$ cat config.mk
export PLATFORM = sky130hd
export DESIGN_NAME = ddr5_req_queue
export DESIGN_NICKNAME = d
export VERILOG_FILES = /design/src/rtl/ddr5_req_queue.sv
export SDC_FILE = /design/constraint.sdc
export NUM_CORES = 1
export LEC_CHECK = 0
export CORE_UTILIZATION = 46
export CTS_BUF_LIST = sky130_fd_sc_hd__clkbuf_16
export CTS_CLUSTER_SIZE = 30
export DETAILED_ROUTE_END_ITERATION = 12
export PLACE_DENSITY = 0.67
export SLEW_MARGIN = 25
export SYNTH_ARGS = -nofsm -noshare
export SYNTH_HDL_FRONTEND = slang
export SYNTH_SLANG_ARGS = --single-unit
$ cat constraint.sdc
create_clock -name clk -period 9.29 [get_ports clk]
set_clock_uncertainty 0.2 [all_clocks]
set_input_delay 1.858 -clock clk [delete_from_list [all_inputs] [get_ports clk]]
set_output_delay 1.858 -clock clk [all_outputs]
set_load 0.1 [all_outputs]
$ cat src/rtl/ddr5_req_queue.sv
// ============================================================================
// ddr5_req_queue : in-order request FIFO in front of the DDR5 controller,
//                  with read-response return and per-transaction timeout.
// Revision 1.0
// ============================================================================
`default_nettype none

module ddr5_req_queue #(
  parameter int DATA_WIDTH = 64,
  parameter int ADDR_WIDTH = 20,
  parameter int DEPTH      = 8,
  parameter int TIMEOUT    = 255
) (
  input  logic                      clk,
  input  logic                      rst,
  input  logic                      req_valid,
  output logic                      req_ready,
  input  logic [ADDR_WIDTH-1:0]     req_addr,
  input  logic                      req_we,
  input  logic [DATA_WIDTH-1:0]     req_wdata,
  output logic                      rsp_valid,
  output logic [DATA_WIDTH-1:0]     rsp_rdata,
  output logic                      rsp_err,
  output logic                      mc_valid,
  output logic [ADDR_WIDTH-1:0]     mc_addr,
  output logic                      mc_we,
  output logic [DATA_WIDTH-1:0]     mc_wdata,
  input  logic                      mc_done,
  input  logic [DATA_WIDTH-1:0]     mc_rdata,
  output logic [$clog2(DEPTH):0]    count,
  output logic                      timeout_err
);

  localparam int PW = $clog2(DEPTH);
  localparam int CW = PW + 1;
  localparam int TW = $clog2(TIMEOUT + 1);
  localparam int EW = ADDR_WIDTH + 1 + DATA_WIDTH;
  localparam logic [CW-1:0] FULL_CNT = CW'(DEPTH);
  localparam logic [TW-1:0] TIMER_MAX = TW'(TIMEOUT - 1);

  typedef enum logic [1:0] {
    IDLE   = 2'd0,
    BUSY   = 2'd1,
    RETIRE = 2'd2
  } state_t;

  state_t                state_q, state_d;
  logic [TW-1:0]         timer_q, timer_d;
  logic [PW-1:0]         wr_ptr_q, wr_ptr_d;
  logic [PW-1:0]         rd_ptr_q, rd_ptr_d;
  logic [CW-1:0]         count_q, count_d;
  logic                  rsp_valid_q, rsp_valid_d;
  logic                  rsp_err_q, rsp_err_d;
  logic [DATA_WIDTH-1:0] rsp_rdata_q, rsp_rdata_d;
  logic                  timeout_err_q, timeout_err_d;
  logic [EW-1:0]         mem_q [DEPTH];
  logic [EW-1:0]         head;
  logic                  push, pop;

  assign req_ready   = (count_q < FULL_CNT);
  assign push        = req_valid && req_ready;
  assign head        = mem_q[rd_ptr_q];
  assign mc_addr     = head[EW-1 -: ADDR_WIDTH];
  assign mc_we       = head[DATA_WIDTH];
  assign mc_wdata    = head[DATA_WIDTH-1:0];
  assign mc_valid    = (state_q == BUSY);
  assign rsp_valid   = rsp_valid_q;
  assign rsp_err     = rsp_err_q;
  assign rsp_rdata   = rsp_rdata_q;
  assign count       = count_q;
  assign timeout_err = timeout_err_q;

  always_comb begin
    state_d       = state_q;
    timer_d       = timer_q;
    rsp_valid_d   = 1'b0;
    rsp_err_d     = 1'b0;
    rsp_rdata_d   = rsp_rdata_q;
    timeout_err_d = timeout_err_q;
    pop           = 1'b0;
    case (state_q)
      IDLE: begin
        if (count_q != '0) begin
          state_d = BUSY;
          timer_d = '0;
        end
      end
      BUSY: begin
        // A completion in the timeout cycle wins over the timeout.
        if (mc_done) begin
          state_d = RETIRE;
          if (!mc_we) begin
            rsp_valid_d = 1'b1;
            rsp_rdata_d = mc_rdata;
          end
        end else if (timer_q == TIMER_MAX) begin
          state_d       = RETIRE;
          timeout_err_d = 1'b1;
          if (!mc_we) begin
            rsp_valid_d = 1'b1;
            rsp_err_d   = 1'b1;
            rsp_rdata_d = '0;
          end
        end else begin
          timer_d = timer_q + 1'b1;
        end
      end
      RETIRE: begin
        pop     = 1'b1;
        state_d = IDLE;
      end
      default: state_d = IDLE;
    endcase
  end

  always_comb begin
    wr_ptr_d = wr_ptr_q;
    rd_ptr_d = rd_ptr_q;
    count_d  = count_q;
    if (push) wr_ptr_d = wr_ptr_q + 1'b1;
    if (pop)  rd_ptr_d = rd_ptr_q + 1'b1;
    case ({push, pop})
      2'b10:   count_d = count_q + 1'b1;
      2'b01:   count_d = count_q - 1'b1;
      default: count_d = count_q;
    endcase
  end

  always_ff @(posedge clk or posedge rst) begin
    if (rst) begin
      state_q       <= IDLE;
      timer_q       <= '0;
      wr_ptr_q      <= '0;
      rd_ptr_q      <= '0;
      count_q       <= '0;
      rsp_valid_q   <= 1'b0;
      rsp_err_q     <= 1'b0;
      rsp_rdata_q   <= '0;
      timeout_err_q <= 1'b0;
    end else begin
      state_q       <= state_d;
      timer_q       <= timer_d;
      wr_ptr_q      <= wr_ptr_d;
      rd_ptr_q      <= rd_ptr_d;
      count_q       <= count_d;
      rsp_valid_q   <= rsp_valid_d;
      rsp_err_q     <= rsp_err_d;
      rsp_rdata_q   <= rsp_rdata_d;
      timeout_err_q <= timeout_err_d;
    end
  end

  // Storage needs no reset: occupancy and pointers define which entries are live.
  always_ff @(posedge clk) begin
    if (push) mem_q[wr_ptr_q] <= {req_addr, req_we, req_wdata};
  end

endmodule

`default_nettype wire
==> metrics.cfg <==
[run_status]
status=finished clean

[sta]
max_freq_ghz=0.154
fin_crit_ps=6510
worst_slew_pin_slew_ps=1110
report.final.slew_viol_count=0
period_share=0.701
relSlewSlack=0.255
setup_ws_ps=2780
finalSetupTns_ps=0
setup_violations=0
hold_slack_ps=278
hold_violations=0
rsz0062_at_grt=no

[synthesis]
synth_top_area_cell=edfxtp_1
synth_top_area_share=0.691
synthArstFlopShare=0.113
mappedNetlistArea_um2=29500
synth_nets=1539
ys_types=36
ys_ff_latch=767
yosys-top-cells-area=edfxtp_1, mux4_2, dfrtp_1
ys_seq_area_frac=0.765
ys.flop_type=edfxtp_1
synth-edff-count=680
synthCells=1379
syn_avg_cell_area_um2=21.4
yosysWarnings=0

[floorplanning]
die_w_um=255
die_h_um=255
start_util=0.467
fp.dieArea_um2=65200
coreArea_um2=63300
num_rows=92
ios=311

[cts]
ctsHoldBuffers=0
cts_tree=yes
clkSlewWorstSetupHoldPaths_ps=60
post_cts.repair.setup_buffers=0
clk_path_buf_depth=3
cts_resized=0
insertion_delay_ps=610
cts_buffers=79
htree_levels=3
root_buffer=clkbuf_16
cts.sinks=767

[detailed_routing]
drc_errors=0
routed_wl_um=60600
wl_per_cell_um=22.9
vias_per_cell=5.28
num_vias=13900
drt_iter0_markers=812
postRouteAntennaNets=0
dr.pass1.iters=5

[grt]
antenna_found_initial=10
grt_pass1_vias=15100
grt_usage=0.189
grt_overflow=0
grt_max_degree=129
grt_pass1_wl_um=92800

[critical_path]
endpoint=mc_addr[3]
critPathArrivalTime_ps=4450
crit_path_start=rd_ptr_q[0]
cp.required_ps=7230
reg2reg_depth=6
r2r_slack_ps=5600
r2r-end=rsp_rdata[28]
path_max_fanout=76
crit_type=reg -> out
cp-start-kind=flop
crit_path_end_kind=primary output
crit-reg2reg-launch=rd_ptr_q[0]

[cells_and_area]
final_common_cell=edfxtp_1
drive_above_1_share=0.224
design_area_um2=36100
nNetsFinal=1890
final_cell_mix=edfxtp_1, clkdlybuf4s50_1, mux4_2, inv_1, mux2_2
syn_to_final_growth_pct=22.1

[place]
globalplace.congestion=0.878
io_buffers=310
dp.final_hpwl_um=34400
dpl_cell_area_um2=33700
pre_cts_slack_ps=3370

[hold_path]
min_path_type=reg -> reg

[flow_run]
drv_cap=0

metrics by stage:
step / util / std cells
after floorplan: - / 1379
after global placement: 0.531 / 2494
after detailed placement: 0.532 / 2495
after CTS: 0.570 / 2639
after global routing: 0.570 / 2641
final: 0.570 / 2641
sequential cells by signal, indices dropped and copies added, names as in the netlist:
register,count
state_q,2
timeout_err,1
rsp_rdata,64
rsp_valid,1
mem_q,680
rsp_err,1
timer_q,8
rd_ptr_q,3
wr_ptr_q,3
count,4
cell usage after synthesis (3+ instances only):
cell,n
edfxtp_1,680
mux4_2,170
dfrtp_1,87
mux2_2,87
nand2_1,77
inv_1,71
mux2i_1,70
clkbuf_1,31
buf_1,14
buf_2,12
nor2_1,12
nand2b_1,10
ha_1,7
xor2_1,6
buf_12,5
a2111oi_0,4
xnor2_1,4
a21oi_1,3
nand3_1,3
nor2b_1,3
nor3_1,3
layout make-up:
cell class,instances,area (um^2)
Sequential cell,767,22600
Tap cell,846,1060
Clock buffer,80,2000
Timing Repair Buffer,335,3340
Inverter,71,268
Multi-Input combinational cell,476,6370
Antenna cell,2,5.00
Clock inverter,64,410
Fill cell,4666,27200
worst max-delay path: stages, from the launching register on:
cell and delay, ps:
dfrtp_4 830, buf_12 370, buf_16 440, mux4_2 580
mux2_2 280, clkdlybuf4s50_1 1040
worst min-delay path by stage:
stage | startpoint | end | slack [ps] | depth (start not counted)
4_1_cts | timeout_err | timeout_err | 280 | 1
5_1_grt | timeout_err | timeout_err | 310 | 1
3_3_place_gp | timeout_err | timeout_err | 250 | 1
6_report | timeout_err | timeout_err | 280 | 1
2_1_floorplan | wr_ptr_q[2] | wr_ptr_q[2] | 260 | 1
3_5_place_dp | timeout_err | timeout_err | 260 | 1
layer usage:
metal | global-route usage | up-vias | part of all wire
li1 | - | 6227 | -
met1 | 0.240 | 7222 | 0.41
met2 | 0.317 | 382 | 0.50
met3 | 0.0509 | 93 | 0.065
met4 | 0.0566 | 16 | 0.019
met5 | 0 | - | 0.0017
logic make-up (layout without fill, tap and decap cells):
group,after synthesis,after routing,synth area share
flip-flops,767,767,0.765
AND/OR/NAND/NOR,114,114,0.0167
adder cells (fa/ha/maj),7,7,0.00297
other,0,2,0
multiplexers,329,329,0.187
AO/OA/AOI/OAI,16,16,0.00385
XOR/XNOR,10,10,0.00297
buffers and inverters,136,550,0.0212
Power is left out: the tool's default activity adds up to more than one toggle a clock period on the data nets, which glitch-free logic cannot reach.
